==> config.mk <==
export PLATFORM = sky130hd
export DESIGN_NAME = disp_reg_poller_flat
export DESIGN_NICKNAME = d
export VERILOG_FILES = /design/src/rtl/disp_reg_pkg.sv /design/src/rtl/disp_reg_poller_if.sv /design/src/rtl/disp_reg_poller.sv /design/src/flat_wrapper.sv
export SDC_FILE = /design/constraint.sdc
export NUM_CORES = 1
export LEC_CHECK = 0
export ABC_AREA = 1
export ABC_CLOCK_PERIOD_IN_PS = 5900
export CORE_ASPECT_RATIO = 0.6
export CORE_MARGIN = 1.5
export CORE_UTILIZATION = 40
export DETAILED_ROUTE_END_ITERATION = 10
export GPL_TIMING_DRIVEN = 0
export PLACE_DENSITY = 0.77
export RECOVER_POWER = 50
export SLEW_MARGIN = 15
export SYNTH_ARGS = -nofsm -noshare
export SYNTH_HDL_FRONTEND = slang
export SYNTH_SLANG_ARGS = --single-unit
export TNS_END_PERCENT = 30
==> constraint.sdc <==
create_clock -name iClock -period 5.9 [get_ports iClock]
set_input_delay 1.475 -clock iClock [delete_from_list [all_inputs] [get_ports iClock]]
set_output_delay 1.475 -clock iClock [all_outputs]
set_load 0.01 [all_outputs]
==> src/rtl/disp_reg_pkg.sv <==
`default_nettype none
// ============================================================================
// Module      : disp_reg_pkg
// Description : Shared types and constants for the dispatcher register poller:
//               FSM state encoding, response status codes, default register
//               map and expected ID byte.
// Revision    : 1.0 - initial release
// ============================================================================
package disp_reg_pkg;

    typedef enum logic [2:0] {
        ST_IDLE      = 3'd0,
        ST_RD_STATUS = 3'd1,
        ST_GAP       = 3'd2,
        ST_RD_COUNT  = 3'd3,
        ST_WR        = 3'd4,
        ST_RESP      = 3'd5
    } state_t;

    localparam logic [1:0] RESP_OK          = 2'd0;
    localparam logic [1:0] RESP_NOT_READY   = 2'd1;
    localparam logic [1:0] RESP_ID_MISMATCH = 2'd2;
    localparam logic [1:0] RESP_TIMEOUT     = 2'd3;

    localparam logic [31:0] DEF_STATUS_ADDR = 32'd0;
    localparam logic [31:0] DEF_COUNT_ADDR  = 32'd4;
    localparam logic [7:0]  DEF_ID_VALUE    = 8'h02;

endpackage : disp_reg_pkg
`default_nettype wire

==> src/rtl/disp_reg_poller_if.sv <==
`default_nettype none
// ============================================================================
// Module      : disp_reg_poller_if
// Description : Command, register-bus and response signals of the dispatcher
//               register poller. The master modport is the poller itself; the
//               slave modport is the sequencer/responder side.
// Revision    : 1.0 - initial release
// ============================================================================
interface disp_reg_poller_if;

    // Command from the sequencer
    logic        iCmdValid;
    logic        oCmdReady;
    logic        iCmdOp;
    logic [31:0] iCmdAddress;
    logic [31:0] iCmdData;

    // Register read channel
    logic [31:0] oReadAddress;
    logic        oReadValid;
    logic [31:0] iReadData;
    logic        iReadAck;

    // Register write channel
    logic [31:0] oWriteAddress;
    logic [31:0] oWriteData;
    logic        oWriteValid;
    logic        iWriteAck;

    // Result
    logic        oRespValid;
    logic [1:0]  oRespStatus;
    logic [31:0] oRespCount;

    modport master (
        input  iCmdValid, iCmdOp, iCmdAddress, iCmdData,
        input  iReadData, iReadAck, iWriteAck,
        output oCmdReady, oReadAddress, oReadValid,
        output oWriteAddress, oWriteData, oWriteValid,
        output oRespValid, oRespStatus, oRespCount
    );

    modport slave (
        output iCmdValid, iCmdOp, iCmdAddress, iCmdData,
        output iReadData, iReadAck, iWriteAck,
        input  oCmdReady, oReadAddress, oReadValid,
        input  oWriteAddress, oWriteData, oWriteValid,
        input  oRespValid, oRespStatus, oRespCount
    );

endinterface : disp_reg_poller_if
`default_nettype wire

==> src/rtl/disp_reg_poller.sv <==
`default_nettype none
// ============================================================================
// Module      : disp_reg_poller
// Description : Register-bus initiator. Polls the dispatcher status register
//               until push-bundle-ready, then reads the queue count; or
//               performs a single register write. Returns one status/count.
//               Optional ack timeout built when DISP_REG_POLLER_TIMEOUT_EN
//               is defined.
// Revision    : 1.0 - initial release
// ============================================================================
module disp_reg_poller
    import disp_reg_pkg::*;
#(
    parameter logic [7:0]  ID_VALUE       = DEF_ID_VALUE,
    parameter logic [31:0] STATUS_ADDR    = DEF_STATUS_ADDR,
    parameter logic [31:0] COUNT_ADDR     = DEF_COUNT_ADDR,
    parameter int unsigned MAX_POLLS      = 16,
    parameter int unsigned RETRY_GAP      = 4,
    parameter int unsigned TIMEOUT_CYCLES = 255
) (
    input  wire logic         iClock,
    input  wire logic         iReset,
    disp_reg_poller_if.master bus
);

    state_t      r_state;
    state_t      w_next;
    logic [1:0]  w_status;
    logic [31:0] w_count;
    logic [7:0]  w_poll_next;
    logic        w_tmo_expired;

    logic [7:0]  r_polls;
    logic [7:0]  r_gap;
    logic        r_read_valid;
    logic [31:0] r_read_addr;
    logic        r_write_valid;
    logic [31:0] r_write_addr;
    logic [31:0] r_write_data;
    logic        r_resp_valid;
    logic [1:0]  r_resp_status;
    logic [31:0] r_resp_count;

    assign w_poll_next = r_polls + 8'd1;

`ifdef DISP_REG_POLLER_TIMEOUT_EN
    logic [15:0] r_tmo;

    // Ack watchdog: reload when a request state is entered, count down otherwise
    always_ff @(posedge iClock or posedge iReset) begin
        if (iReset) begin
            r_tmo <= 16'd0;
        end else if ((w_next != r_state) &&
                     ((w_next == ST_RD_STATUS) || (w_next == ST_RD_COUNT) || (w_next == ST_WR))) begin
            r_tmo <= 16'(TIMEOUT_CYCLES - 1);
        end else if (r_tmo != 16'd0) begin
            r_tmo <= r_tmo - 16'd1;
        end
    end

    assign w_tmo_expired = (r_tmo == 16'd0);
`else
    logic w_unused_timeout;
    assign w_unused_timeout = (TIMEOUT_CYCLES == 0);
    assign w_tmo_expired    = 1'b0;
`endif

    // State register
    always_ff @(posedge iClock or posedge iReset) begin
        if (iReset) begin
            r_state <= ST_IDLE;
        end else begin
            r_state <= w_next;
        end
    end

    // Next state and result selection; an ack always wins over an expiring timer
    always_comb begin
        w_next   = r_state;
        w_status = RESP_OK;
        w_count  = 32'd0;
        case (r_state)
            ST_IDLE: begin
                if (bus.iCmdValid) begin
                    w_next = bus.iCmdOp ? ST_WR : ST_RD_STATUS;
                end
            end
            ST_RD_STATUS: begin
                if (bus.iReadAck) begin
                    if (bus.iReadData[31:24] != ID_VALUE) begin
                        w_next   = ST_RESP;
                        w_status = RESP_ID_MISMATCH;
                    end else if (bus.iReadData[0]) begin
                        w_next = ST_RD_COUNT;
                    end else if (w_poll_next == 8'(MAX_POLLS)) begin
                        w_next   = ST_RESP;
                        w_status = RESP_NOT_READY;
                    end else begin
                        w_next = ST_GAP;
                    end
                end else if (w_tmo_expired) begin
                    w_next   = ST_RESP;
                    w_status = RESP_TIMEOUT;
                end
            end
            ST_GAP: begin
                if (r_gap <= 8'd1) begin
                    w_next = ST_RD_STATUS;
                end
            end
            ST_RD_COUNT: begin
                if (bus.iReadAck) begin
                    w_next  = ST_RESP;
                    w_count = bus.iReadData;
                end else if (w_tmo_expired) begin
                    w_next   = ST_RESP;
                    w_status = RESP_TIMEOUT;
                end
            end
            ST_WR: begin
                if (bus.iWriteAck) begin
                    w_next = ST_RESP;
                end else if (w_tmo_expired) begin
                    w_next   = ST_RESP;
                    w_status = RESP_TIMEOUT;
                end
            end
            ST_RESP: begin
                w_next = ST_IDLE;
            end
            default: begin
                w_next = ST_IDLE;
            end
        endcase
    end

    // Registered bus/result outputs, decoded from the upcoming state so they
    // line up with the state they belong to
    always_ff @(posedge iClock or posedge iReset) begin
        if (iReset) begin
            r_polls       <= 8'd0;
            r_gap         <= 8'd0;
            r_read_valid  <= 1'b0;
            r_read_addr   <= 32'd0;
            r_write_valid <= 1'b0;
            r_write_addr  <= 32'd0;
            r_write_data  <= 32'd0;
            r_resp_valid  <= 1'b0;
            r_resp_status <= RESP_OK;
            r_resp_count  <= 32'd0;
        end else begin
            r_read_valid  <= (w_next == ST_RD_STATUS) || (w_next == ST_RD_COUNT);
            r_write_valid <= (w_next == ST_WR);
            r_resp_valid  <= (w_next == ST_RESP);

            if (w_next == ST_RD_STATUS) begin
                r_read_addr <= STATUS_ADDR;
            end else if (w_next == ST_RD_COUNT) begin
                r_read_addr <= COUNT_ADDR;
            end

            if ((r_state == ST_IDLE) && bus.iCmdValid && bus.iCmdOp) begin
                r_write_addr <= bus.iCmdAddress;
                r_write_data <= bus.iCmdData;
            end

            if (r_state == ST_IDLE) begin
                r_polls <= 8'd0;
            end else if ((r_state == ST_RD_STATUS) && bus.iReadAck) begin
                r_polls <= w_poll_next;
            end

            // RETRY_GAP of 0 still spends the single GAP cycle
            if ((w_next == ST_GAP) && (r_state != ST_GAP)) begin
                r_gap <= 8'(RETRY_GAP);
            end else if (r_state == ST_GAP) begin
                r_gap <= r_gap - 8'd1;
            end

            if (w_next == ST_RESP) begin
                r_resp_status <= w_status;
                r_resp_count  <= w_count;
            end
        end
    end

    assign bus.oCmdReady     = (r_state == ST_IDLE);
    assign bus.oReadValid    = r_read_valid;
    assign bus.oReadAddress  = r_read_addr;
    assign bus.oWriteValid   = r_write_valid;
    assign bus.oWriteAddress = r_write_addr;
    assign bus.oWriteData    = r_write_data;
    assign bus.oRespValid    = r_resp_valid;
    assign bus.oRespStatus   = r_resp_status;
    assign bus.oRespCount    = r_resp_count;

endmodule : disp_reg_poller
`default_nettype wire

==> src/flat_wrapper.sv <==
// flat-port wrapper written by rule: the top's interface ports become plain ports
module disp_reg_poller_flat import disp_reg_pkg::*;
#(
    parameter logic [7:0]  ID_VALUE       = DEF_ID_VALUE,
    parameter logic [31:0] STATUS_ADDR    = DEF_STATUS_ADDR,
    parameter logic [31:0] COUNT_ADDR     = DEF_COUNT_ADDR,
    parameter int unsigned MAX_POLLS      = 16,
    parameter int unsigned RETRY_GAP      = 4,
    parameter int unsigned TIMEOUT_CYCLES = 255
)
  (iClock, iReset, bus_iCmdValid, bus_iCmdOp, bus_iCmdAddress, bus_iCmdData, bus_iReadData, bus_iReadAck, bus_iWriteAck, bus_oCmdReady, bus_oReadAddress, bus_oReadValid, bus_oWriteAddress, bus_oWriteData, bus_oWriteValid, bus_oRespValid, bus_oRespStatus, bus_oRespCount);
  disp_reg_poller_if bus_i ();
  input  wire logic iClock;
  input  wire logic iReset;
  input wire logic [$bits(bus_i.iCmdValid)-1:0] bus_iCmdValid;
  input wire logic [$bits(bus_i.iCmdOp)-1:0] bus_iCmdOp;
  input wire logic [$bits(bus_i.iCmdAddress)-1:0] bus_iCmdAddress;
  input wire logic [$bits(bus_i.iCmdData)-1:0] bus_iCmdData;
  input wire logic [$bits(bus_i.iReadData)-1:0] bus_iReadData;
  input wire logic [$bits(bus_i.iReadAck)-1:0] bus_iReadAck;
  input wire logic [$bits(bus_i.iWriteAck)-1:0] bus_iWriteAck;
  output wire logic [$bits(bus_i.oCmdReady)-1:0] bus_oCmdReady;
  output wire logic [$bits(bus_i.oReadAddress)-1:0] bus_oReadAddress;
  output wire logic [$bits(bus_i.oReadValid)-1:0] bus_oReadValid;
  output wire logic [$bits(bus_i.oWriteAddress)-1:0] bus_oWriteAddress;
  output wire logic [$bits(bus_i.oWriteData)-1:0] bus_oWriteData;
  output wire logic [$bits(bus_i.oWriteValid)-1:0] bus_oWriteValid;
  output wire logic [$bits(bus_i.oRespValid)-1:0] bus_oRespValid;
  output wire logic [$bits(bus_i.oRespStatus)-1:0] bus_oRespStatus;
  output wire logic [$bits(bus_i.oRespCount)-1:0] bus_oRespCount;
  assign bus_i.iCmdValid = bus_iCmdValid;
  assign bus_i.iCmdOp = bus_iCmdOp;
  assign bus_i.iCmdAddress = bus_iCmdAddress;
  assign bus_i.iCmdData = bus_iCmdData;
  assign bus_i.iReadData = bus_iReadData;
  assign bus_i.iReadAck = bus_iReadAck;
  assign bus_i.iWriteAck = bus_iWriteAck;
  assign bus_oCmdReady = bus_i.oCmdReady;
  assign bus_oReadAddress = bus_i.oReadAddress;
  assign bus_oReadValid = bus_i.oReadValid;
  assign bus_oWriteAddress = bus_i.oWriteAddress;
  assign bus_oWriteData = bus_i.oWriteData;
  assign bus_oWriteValid = bus_i.oWriteValid;
  assign bus_oRespValid = bus_i.oRespValid;
  assign bus_oRespStatus = bus_i.oRespStatus;
  assign bus_oRespCount = bus_i.oRespCount;
  disp_reg_poller #(.ID_VALUE(ID_VALUE), .STATUS_ADDR(STATUS_ADDR), .COUNT_ADDR(COUNT_ADDR), .MAX_POLLS(MAX_POLLS), .RETRY_GAP(RETRY_GAP), .TIMEOUT_CYCLES(TIMEOUT_CYCLES)) u_core (.iClock(iClock), .iReset(iReset), .bus(bus_i));
endmodule
After elaboration in Yosys (flattened, before gate mapping)
Index checks and enable logic that the tools add are counted.
{"block": "op_classes", "addsub": 2, "n_mul": 0, "div_mod_pow": 0, "n_lt_le_gt_ge": 1, "eq_ne": 12, "n_shift": 0, "n_mux": 23, "n_bitwise": 0, "n_reduce_logical": 9}
{"op": "32-bit 2-to-1 mux", "n": 4}
{"op": "8-bit 2-to-1 mux", "n": 4}
{"op": "3-bit 2-to-1 mux", "n": 9}
{"op": "3-bit case mux with 5 select lines", "n": 1}
{"op": "3-bit by 2-bit == test with 1-bit output, second input constant", "n": 4}
{"op": "3-bit == test, second input constant", "n": 3}
{"op": "8-bit by 1-bit adder with 8-bit output, second input constant", "n": 1}
{"op": "8-bit by 5-bit == test with 1-bit output, second input constant", "n": 1}
{"op": "8-bit by 1-bit <= comparator with 1-bit output, second input constant", "n": 1}
{"op": "2-bit 2-to-1 mux", "n": 4}
{"op": "8-bit by 2-bit != test with 1-bit output, second input constant", "n": 1}
{"op": "8-bit by 1-bit subtractor with 8-bit output, second input constant", "n": 1}
{"op": "3-bit by 1-bit == test with 1-bit output, second input constant", "n": 2}
{"op": "2-bit nonzero test", "n": 3}
{"op": "1-bit logical AND", "n": 4}
{"op": "3-bit logical NOT", "n": 1}
{"op": "3-bit by 2-bit != test with 1-bit output, second input constant", "n": 1}
{"op": "1-bit logical OR", "n": 1}
{"op": "1-bit 2-to-1 mux", "n": 1}
{"block": "word_totals", "ff_bits": 152, "latch_bits": 0, "ram_bits": 0, "romBits": 0, "inputBits": 102, "output_inout_bits": 134, "memories": 0}

Longest topological paths before layout
Gate-level depths: netlist of the first run.
{"block": "logic_depth", "word_depth": 10, "mapped_depth": 14}

Worst setup path before layout of the first run
OpenSTA, ideal clock, no wires.
{"block": "synth_timing", "path_type": "input -> register", "start": "input port bus_iReadData[27]", "end": "register u_core.r_resp_status[0], in the netlist u_core.bus.oRespStatus[0]", "setup_ps": 66, "arrival_ps": 2626, "required_time_ps": 5834, "path_slack_ps": 3209, "stages": 12, "path_cell_list": "nor2_1 nand3b_1 nor2_1 inv_1 nor3_1 nand2_2 a21oi_4 inv_2 nand2_8 buf_12 nand2_2 nand2_2"}
{"block": "synth_between", "elab_chain_cells": 5, "elab_cells_between_ends": 8, "cone_classes": "2 x eq/ne; 6 x mux"}
{"element": "from (decl)", "line_no": "flat_wrapper.sv:19", "text": "input wire logic [$bits(bus_i.iReadData)-1:0] bus_iReadData;"}
{"element": "8-bit by 2-bit != test with 1-bit output", "line_no": "disp_reg_poller.sv:90", "text": "if (bus.iReadData[31:24] != ID_VALUE) begin"}
{"element": "3-bit 2-to-1 mux", "line_no": "disp_reg_poller.sv:90"}
{"element": "3-bit 2-to-1 mux", "line_no": "disp_reg_poller.sv:89", "text": "if (bus.iReadAck) begin"}
{"element": "3-bit case mux with 5 select lines", "line_no": "disp_reg_poller.sv:82", "text": "case (r_state)"}
{"element": "named net u_core.w_next[0]", "line_no": "disp_reg_poller.sv:27", "text": "state_t w_next;"}
{"element": "3-bit == test", "line_no": "disp_reg_poller.sv:180", "text": "if (w_next == ST_RESP) begin"}
{"element": "to (signal assigned)", "line_no": "disp_reg_poller.sv:181", "text": "r_resp_status <= w_status;"}
{"element": "to (decl)", "line_no": "disp_reg_poller.sv:41", "text": "logic [1:0] r_resp_status;"}
The timed path passes the listed nets, and every way through them passes these cells.
A chain may end at the register's enable or synchronous reset.

Worst setup path in the final report of the first run
{"block": "layout_timing", "start": "register u_core.r_state[1]", "end": "output port bus_oCmdReady"}
{"block": "layout_between", "elab_chain_cells": 1}
{"element": "from (decl)", "line_no": "disp_reg_poller.sv:26", "text": "state_t r_state;"}
{"element": "from (signal assigned)", "line_no": "disp_reg_poller.sv:73", "text": "r_state <= w_next;"}
{"element": "3-bit logical NOT", "line_no": "disp_reg_poller.sv:187", "text": "assign bus.oCmdReady = (r_state == ST_IDLE);"}
{"element": "to (decl)", "line_no": "flat_wrapper.sv:22", "text": "output wire logic [$bits(bus_i.oCmdReady)-1:0] bus_oCmdReady;"}
No other way between the ends.

==> results.md, run 1 <==
* Outcome: finished, violations left
* Failing checks: design-rule violations, max-capacitance violations, max-slew violations
* Port bufs at ~200
* DP HPWL at 10.69 mm
* Total wire length at about 14 mm
* Wire per inst at about 13 um
* Fmax at ~0.3 GHz
* Post-route clock period utilization at about 55%
* # clock sinks at 121
* Post-CTS sizing at 0
* Post-CTS setup buffer count at 0
* Reg power frac at between 30 and 40%
* NetSw at 1.120 mW
* Yosys reg bits at around 120
* First-pass GRT wire length at 23.47 mm
* Post-route ant nets at 0
* Logic gate share of total power at 34.0%
* Maximum vdd drop at approximately 240 uV
* Initial DRC Count at around 290
* Starting Density at around two fifths
* CP endpoint kind: output port
* RSZ-0062 raised after global routing: no
* Fraction of layout cells with a size suffix above 1 at a little under an eighth
* Final setup violation count at 0
* Fin nets at roughly 1000
* Pwr dens at roughly 420 nW/um^2
* CP Launch Type: flip-flop
* H-tree depth at 4
* Pin count of the biggest net entering global routing at between 70 and 80
* DR DRC count at 15
* Worst min-delay path class: reg2reg
* Total CTS buffers at 17
* Gr ovfl total at 0
* Slew @ Worst Pin at ~2.2 ns
* Number of global-route vias before repair at 4507
* CTS Root Cell: clkbuf_16
* Clock Tree Buf Depth at 2
* Power Total at 3.510 mW
* Vias at around 4700
* Via/cell ratio at 4.389
* Slew headroom at -44.30%
* Die area at about 14000 sq um
* I/O pin total at between 200 and 250
* Filler cells at about 1100
* Core area at about 13000 sq um
* Leak pwr at around 4.3 nW
* Area of the mapped netlist at around 5400 sq um
* Setup_tns at 0 ns
* Reg2Reg Setup Slack at approximately 3.7 ns
* Clock Latency Late Sink at roughly 0.40 ns
* Worst setup path category: reg2out
* Internal power at 2.390 mW
* Number of placement rows at 32
* Die H at 92.92 um
* CP arrival at around 1.8 ns
* Clock skew at 0.007353 ns
* Die width at approximately 150 um
* Maxcap violations at 1
* TritonCTS clock tree: built
* Syn Inst Count at around 640
* Ys Warns at 0
* Inserted Diodes at 0
* Drt pass-1 iters at 10
* Post-layout min period at around 3.3 ns
* Max-slew violations at slightly below 50
* Initial antenna violation count at 0
* Switch share at about a third
* Yosys cell types at 38
* Crit Path Max Fanout at 4
* Tot GR Track Use at between 20% and 30%
* Hold Slack at 0.4641 ns
* Cts hold-fix bufs at 0
* Power share of the clock group at about a third
* Post-synthesis sequential area ratio at 56.17%
* Endpoints failing hold at 0
* Worst endpoint required time at 4.43 ns
* Syn Area/Cell at about 8.5 sq um
* Clock slew at the register clock pins of the worst setup and hold paths at roughly 0.060 ns
* Setup WS post-layout at 2.634 ns
* Final RePlAce weighted congestion at slightly above 0.8
* Dpl ws at 2.292 ns
* Synthesis-to-finish area growth at 56.13%
-- critical path, stage by stage, from the launching register on --
cell and delay [ns]:
dfrtp_1 0.43, nor2_1 0.23, nand2_1 0.10, inv_1 0.10
clkdlybuf4s50_1 0.54
-- layout make-up --
type / instances / area, sq um / area share, %
flip-flops and latches: 121 / 3028 / 35.98
multi-input cells: 457 / 1977 / 23.49
clock buffers: 17 / 425.4 / 5.055
plain buffers: 51 / 351.6 / 4.178
inverters: 37 / 140.1 / 1.665
repair buffers: 205 / 2069 / 24.59
well taps: 170 / 212.7 / 2.528
clock inverters: 15 / 211.5 / 2.513
-- placed cells by master (no fill, tap or decap), types with 3 or more instances in the layout --
cell	count
clkbuf_16	17
inv_6	6
clkbuf_1	16
dfrtp_1	121
nand3_1	16
o22ai_1	5
nand4_1	3
nand2_1	326
buf_4	31
nand2_2	22
inv_1	32
bufinv_16	4
ha_1	4
dlygate4sd3_1	41
o21ai_0	4
nor2_1	23
inv_2	4
clkdlybuf4s50_1	163
clkinv_4	3
conb_1	31
-- power groups by stage --
stage | clock network (mW) | logic [mW] | registers, mW
after floorplan | 0 | 0.477 | 1.31
after global placement | 0 | 1.22 | 1.21
after detailed placement | 0 | 1.24 | 1.21
after CTS | 1.14 | 1.24 | 1.21
after global routing | 1.18 | 1.31 | 1.24
final | 1.11 | 1.19 | 1.21
-- final timing paths --
path,from,depth (start not counted),to
worst max-delay path,u_core.r_state[1],4,bus_oCmdReady
min in group asynchronous,iReset,2,u_core.bus.oWriteAddress[19]
worst max register to register,u_core.r_state[2],10,u_core.bus.oRespCount[24]
max in group asynchronous,iReset,3,u_core.bus.oRespCount[0]
worst min register to register,u_core.bus.oWriteData[18],2,u_core.bus.oWriteData[18]
worst min-delay path,u_core.bus.oWriteData[18],2,u_core.bus.oWriteData[18]
-- cell families (layout without fill, tap and decap cells) --
logic type / count (synthesis) / after routing / synth area share [%]
simple gates: 404 / 404 / 31.20
flops: 121 / 121 / 56.17
other cells: 1 / 31 / 0.06957
fa+ha+maj: 4 / 4 / 0.9285
buf+inv: 88 / 325 / 9.099
xor+xnor: 2 / 2 / 0.3250
compound gates: 16 / 16 / 2.205
-- synthesized netlist by cell type --
| library cell | number | area [sq um] |
|---|---|---|
| or2_2 | 1 | 6.260 |
| nor3_1 | 2 | 10.01 |
| nand2_4 | 1 | 11.26 |
| a31oi_1 | 1 | 6.260 |
| nand3_2 | 1 | 10.01 |
| nor2_1 | 23 | 86.33 |
| o22a_1 | 1 | 8.760 |
| or2_1 | 1 | 6.260 |
| o22ai_1 | 5 | 31.28 |
| a21oi_1 | 1 | 5.000 |
| o21ai_0 | 4 | 20.02 |
| nor3_2 | 2 | 20.02 |
| buf_8 | 1 | 15.01 |
| buf_12 | 2 | 40.04 |
| nor3_4 | 1 | 16.27 |
| o21ai_1 | 1 | 5.000 |
| dfrtp_1 | 121 | 3028 |
| a21oi_4 | 1 | 16.27 |
| inv_1 | 32 | 120.1 |
| nand2_2 | 22 | 137.6 |
| nand4_2 | 1 | 12.51 |
| inv_2 | 5 | 18.77 |
| nand4_1 | 3 | 18.77 |
| nand2_1 | 325 | 1220 |
| conb_1 | 1 | 3.750 |
| o21bai_1 | 1 | 7.510 |
| nand2_8 | 1 | 20.02 |
| o21bai_4 | 1 | 18.77 |
| or2_0 | 1 | 6.260 |
| xnor2_1 | 1 | 8.760 |
| ha_1 | 4 | 50.05 |
| xor2_1 | 1 | 8.760 |
| nand3_1 | 16 | 80.08 |
| clkbuf_1 | 16 | 60.06 |
| buf_4 | 31 | 232.7 |
| nor2_2 | 2 | 12.51 |
| nand3b_1 | 1 | 7.510 |
| buf_1 | 1 | 3.750 |
-- routing by layer --
| layer | wire [um] | part of all wire (%) | up-vias | GRT usage [%] |
|---|---|---|---|---|
| li1 | - | - | 2394 | - |
| met1 | 6399 | 44 | 2146 | 28.46 |
| met2 | 6462 | 45 | 162 | 32.65 |
| met3 | 1475 | 10 | 7 | 8.236 |
| met4 | 73 | 0.51 | 0 | 4.412 |
| met5 | 0 | 0 | - | 0 |
-- registers in the layout (all words and copies together), names as in the netlist --
register / count
u_core.r_polls: 8
u_core.r_state: 3
u_core.bus.oWriteValid: 1
u_core.bus.oReadAddress: 1
u_core.bus.oRespStatus: 2
u_core.bus.oRespValid: 1
u_core.bus.oWriteAddress: 32
u_core.r_gap: 8
u_core.bus.oReadValid: 1
u_core.bus.oRespCount: 32
u_core.bus.oWriteData: 32
-- metrics by stage --
step,utilization [%],cells,instance area (sq um)
global placement,59.62,1040,7757
CTS,64.76,1073,8427
floorplan,-,666,5503
finish,64.67,1073,8416
detailed placement,59.87,1041,7790
global route,64.67,1073,8416
(Power assumes the default switching activity.)
==> run 2: changes to the inputs <==
--- a/config.mk
+++ b/config.mk
@@ -6,13 +6,13 @@
 export NUM_CORES = 1
 export LEC_CHECK = 0
 export ABC_AREA = 1
-export ABC_CLOCK_PERIOD_IN_PS = 5900
+export ABC_CLOCK_PERIOD_IN_PS = 2800
 export CORE_ASPECT_RATIO = 0.6
 export CORE_MARGIN = 1.5
-export CORE_UTILIZATION = 40
+export CORE_UTILIZATION = 38
 export DETAILED_ROUTE_END_ITERATION = 10
 export GPL_TIMING_DRIVEN = 0
-export PLACE_DENSITY = 0.77
+export PLACE_DENSITY = 0.76
 export RECOVER_POWER = 50
 export SLEW_MARGIN = 15
 export SYNTH_ARGS = -nofsm -noshare
==> constraint.sdc (replaced) <==
create_clock -name iClock -period 2.8 [get_ports iClock]
set_input_delay 0.7 -clock iClock [delete_from_list [all_inputs] [get_ports iClock]]
set_output_delay 0.7 -clock iClock [all_outputs]
set_load 0.01 [all_outputs]
==> results.md, run 2 (synthesis results as in run 1) <==
* Outcome: finished, violations left
* Failing checks: max-capacitance violations
* CTS Root Cell: clkbuf_16
* Post-route ant nets at 0
* Core area at roughly 14000 sq um
* Fin nets at 998
* Final setup violation count at 0
* H-tree depth at 4
* Post-CTS setup buffer count at 0
* Most common cell after layout, fill and taps aside: nand2_1
* Reg2Reg Setup Slack at 0.33 ns
* Post-Layout Cell Count at ~1100
* Pwr dens at 848.0 nW/um^2
* Slew headroom at 2.261%
* First-pass GRT wire length at 21.51 mm
* Crit Path Max Fanout at 4
* Final RePlAce weighted congestion at between 0.8 and 0.9
* Fraction of layout cells with a size suffix above 1 at approximately 11%
* Clock Tree Buf Depth at 2
* Commonest cells after routing, fill and taps aside: nand2_1 (326), clkdlybuf4s50_1 (164), dfrtp_1 (121)
* Pin count of the biggest net entering global routing at 35
* Via/cell ratio at about 4.3
* Min-Delay Path Depth at 2
* Die H at 95.26 um
* Die area at ~15000 sq um
* Post-CTS sizing at 0
* Post-layout min period at 2.507 ns
* Worst R2R Start: u_core.r_polls[0]
* I/O pin total at 236
* Post-route clock period utilization at 89.52%
* Clock skew at about 0.0083 ns
* Number of placement rows at 33
* TritonCTS clock tree: built
* Worst hold start: u_core.bus.oRespCount[17]
* # clock sinks at between 100 and 150
* Initial DRC Count at about 310
* Area after DPL at around 7800 sq um
* Drt pass-1 iters at 4
* Wire per inst at around 13 um
* Leak pwr at 4.266 nW
* Total wire length at between 10 and 15 mm
* Inserted Diodes at 0
* Cts hold-fix bufs at 0
* Clock Latency Late Sink at 0.40 ns
* Vias at between 4000 and 5000
* Filler cells at ~1300
* Max-slew violations at 0
* Worst setup path category: reg2out
* Gr ovfl total at 0
* DR DRC count at 0
* CP Launch Type: flip-flop
* Dpl ws at between 0.07 and 0.08 ns
* Clock slew at the register clock pins of the worst setup and hold paths at 0.06 ns
* Number of global-route vias before repair at about 4200
* Maximum vdd drop at between 400 and 500 uV
* Worst min-delay path class: reg2reg
* DP HPWL at approximately 11 mm
* CP endpoint kind: output port
* Hold endpoint: u_core.bus.oRespCount[17]
* Maxcap violations at 1
* Die width at roughly 160 um
* RSZ-0062 raised after global routing: no
* Total CTS buffers at 17
* Endpoints failing hold at 0
* Fmax at between 0.3 and 0.4 GHz
* Initial antenna violation count at 0
* Setup WS post-layout at ~0.29 ns
* CP arrival at about 1.8 ns
* Starting Density at 39.20%
* Port bufs at 204
* Worst endpoint required time at 2.10 ns
* Tot GR Track Use at about a fifth
* Post-Layout Inst Area at between 8000 and 9000 sq um
* Worst r2r path cells at 11
* Slew @ Worst Pin at ~1.5 ns
* Synthesis-to-finish area growth at 55.15%
* DP Cell Count at between 1000 and 1500
* FF-to-FF End: u_core.bus.oRespCount[23]
[run 2: worst max-delay path by stage]
stage	end	from	cells past startpoint	slack, ns
final	bus_oCmdReady	u_core.r_state[1]	4	0.29
after global routing	u_core.bus.oRespCount[21]	iReset	4	0.13
after CTS	bus_oCmdReady	u_core.r_state[1]	4	0.30
after detailed placement	u_core.bus.oRespCount[8]	bus_iReadData[27]	13	0.08
after global placement	u_core.bus.oWriteAddress[28]	iReset	2	-0.56
after floorplan	u_core.bus.oReadAddress[2]	iReset	1	0.62
[run 2: critical path, cell delays in order (launching register included)]
cell and delay, ns:
dfrtp_1 0.43, nor2_1 0.21, nand2_1 0.11, inv_1 0.11, clkdlybuf4s50_1 0.55
[run 2: layout make-up]
class | instances | area [sq um] | area share [%]
repair buffers | 207 | 2090 | 24.98
clock inverters | 13 | 125.1 | 1.496
inverters | 37 | 140.1 | 1.676
multi-input cells | 457 | 1959 | 23.43
flip-flops and latches | 121 | 3028 | 36.21
well taps | 192 | 240.2 | 2.873
clock buffers | 18 | 429.2 | 5.132
plain buffers | 51 | 351.6 | 4.204
[run 2: routing by layer]
metal / vias up / global-route usage (%) / share of wire [%] / wire length (um)
met2: 175 / 27.54 / 43 / 6056
li1: 2390 / - / - / -
met5: - / 0 / 0 / 0
met1: 2135 / 25.87 / 47 / 6682
met4: 0 / 4.524 / 0.52 / 74
met3: 7 / 8.091 / 9.8 / 1392
[run 2: power by group]
group | total, mW | internal [mW] | switching [mW] | leakage (nW)
logic | 2.51 | 1.26 | 1.25 | 2.46
registers | 2.54 | 2.25 | 0.290 | 1.55
clock network | 2.04 | 1.22 | 0.817 | 0.255
[run 2: per-stage QoR]
stage	util [%]	power (mW)	hold WS, ns	TNS, ns
detailed placement	57.08	5.177	0.4570	0
global placement	56.65	5.132	0.4531	-66.41
CTS	61.12	7.256	0.4709	0
finish	60.82	7.092	0.4609	0
global route	60.82	7.502	0.4746	0
floorplan	-	3.767	0.4956	0
==> run 3: changes to the inputs <==
--- a/config.mk
+++ b/config.mk
@@ -7,12 +7,14 @@
 export LEC_CHECK = 0
 export ABC_AREA = 1
 export ABC_CLOCK_PERIOD_IN_PS = 2800
+export CELL_PAD_IN_SITES_DETAIL_PLACEMENT = 0
+export CELL_PAD_IN_SITES_GLOBAL_PLACEMENT = 1
 export CORE_ASPECT_RATIO = 0.6
 export CORE_MARGIN = 1.5
-export CORE_UTILIZATION = 38
+export CORE_UTILIZATION = 27
 export DETAILED_ROUTE_END_ITERATION = 10
 export GPL_TIMING_DRIVEN = 0
-export PLACE_DENSITY = 0.76
+export PLACE_DENSITY_LB_ADDON = 0.1
 export RECOVER_POWER = 50
 export SLEW_MARGIN = 15
 export SYNTH_ARGS = -nofsm -noshare
==> results.md, run 3 (synthesis results as in run 1) <==
* Outcome: finished clean
* Post-Layout Cell Count at ~1200
* Fraction of layout cells with a size suffix above 1 at between 10% and 20%
* Clock Latency Late Sink at about 0.42 ns
* # clock sinks at roughly 120
* Vias at 4705
* Starting Density at ~28%
* Via/cell ratio at 4.025
* H-tree depth at 4
* Maxcap violations at 0
* I/O pin total at about 240
* Max-slew violations at 0
* Worst endpoint required time at between 2 and 2.5 ns
* CP Depth at 4
* Core area at about 19000 sq um
* Number of global-route vias before repair at between 4000 and 5000
* Worst min-delay path class: reg2reg
* Clock slew at the register clock pins of the worst setup and hold paths at 0.06 ns
* CP Launch Type: flip-flop
* Initial antenna violation count at 1
* Number of placement rows at 39
* Worst r2r path cells at 10
* Die area at 20850 sq um
* Synthesis-to-finish area growth at 56.75%
* Fmax at between 0.3 and 0.4 GHz
* Buffers & Inverters on Critical Path at 2
* Final RePlAce weighted congestion at 0.7530
* CP endpoint kind: output port
* Port bufs at approximately 200
* Clock Tree Buf Depth at 2
* Hold Slack at roughly 0.46 ns
* Total CTS buffers at 17
* Area after DPL at 7941 sq um
* RSZ-0062 raised after global routing: no
* Critical Path Source: u_core.r_state[1]
* Worst R2R Start: u_core.r_state[1]
* Final setup violation count at 0
* Inserted Diodes at 0
* Maximum vdd drop at roughly 580 uV
* Multi-input logic area at 1974 sq um
* Tot GR Track Use at about 16%
* Drt pass-1 iters at 4
* Slew @ Worst Pin at between 1 and 1.5 ns
* Post-route ant nets at 0
* CP cell instances: nor2_1, nand2_1, inv_1, clkdlybuf4s50_1
* Slew headroom at approximately a tenth
* Crit Path Max Fanout at 4
* DR DRC count at 0
* Post-layout min period at 2.508 ns
* CP arrival at approximately 1.8 ns
* Fin nets at 998
* CTS Root Cell: clkbuf_16
* Min-Delay Path Depth at 2
* Die H at approximately 110 um
* Commonest cells after routing, fill and taps aside: nand2_1 (326), clkdlybuf4s50_1 (165), dfrtp_1 (121)
* Post-CTS sizing at 0
* Critical Path Max Stage Delay at approximately 0.55 ns
* Endpoints failing hold at 0
* Initial DRC Count at roughly 250
* Post-Layout Inst Area at 8449 sq um
* Post-CTS setup buffer count at 0
* Clock skew at ~0.010 ns
* Pin count of the biggest net entering global routing at 35
* Gr ovfl total at 0
* First-pass GRT wire length at 25.09 mm
* Total wire length at 15.69 mm
* Pwr dens at 838.4 nW/um^2
* Reg area at slightly above 3000 sq um
* Wire per inst at around 13 um
* TritonCTS clock tree: built
* Post-route clock period utilization at roughly nine tenths
* Worst path top cell family by delay: buffers and inverters
* Worst hold start: u_core.bus.oWriteData[23]
* Most common cell after layout, fill and taps aside: nand2_1
* DP Cell Count at roughly 1100
* Crit-path slowest cell: clkdlybuf4s50_1
* Die width at between 150 and 200 um
* Worst setup path category: reg2out
* Cts hold-fix bufs at 0
* Leak pwr at between 4 and 5 nW
* DP HPWL at 12.02 mm
* Filler cells at between 1500 and 2000
==> run 3: routing by layer <==
layer | GRT usage [%] | wire length, um | up-vias
li1 | - | - | 2391
met1 | 21.47 | 7421 | 2125
met2 | 22.07 | 6409 | 165
met3 | 7.041 | 1564 | 22
met4 | 5.420 | 282 | 2
met5 | 0 | 13 | -
==> run 3: worst min-delay path: stages, from the launching register on <==
cell and delay [ns]:
dfrtp_1 0.33, nand2_1 0.05, nand2_1 0.05
==> run 3: final cells by class <==
class | instances | share of cell area [%]
inverters | 37 | 1.659
plain buffers | 51 | 4.161
clock inverters | 3 | 0.4739
multi-input cells | 457 | 23.37
well taps | 266 | 3.939
repair buffers | 207 | 24.73
flip-flops and latches | 121 | 35.84
clock buffers | 27 | 5.834
==> run 3: power by group <==
part	total [mW]	switching [mW]	internal (mW)
Combinational	2.52	1.25	1.26
Clock	2.02	0.746	1.28
Sequential	2.54	0.289	2.25
Total	7.08	2.29	4.79
==> run 3: stage by stage <==
step	setup TNS [ns]	worst slack (ns)	util, %	power [mW]
2_1_floorplan	0	0.6167	-	3.767
3_3_place_gp	-80.86	-0.6802	40.89	5.160
3_5_place_dp	0	0.02877	41.20	5.204
4_1_cts	0	0.2792	43.97	7.285
5_1_grt	0	0.1684	43.84	7.575
6_report	0	0.2922	43.84	7.084
==> run 3: path summary, 6_finish.rpt <==
kind                                        endpoint  slack [ns]
max                                    bus_oCmdReady        0.29
min in group asynchronous  u_core.bus.oWriteData[30]        1.04
max in group asynchronous  u_core.bus.oRespCount[18]        0.51
min reg2reg                u_core.bus.oWriteData[23]        0.46
max reg2reg                u_core.bus.oRespCount[13]        0.64
min                        u_core.bus.oWriteData[23]        0.46
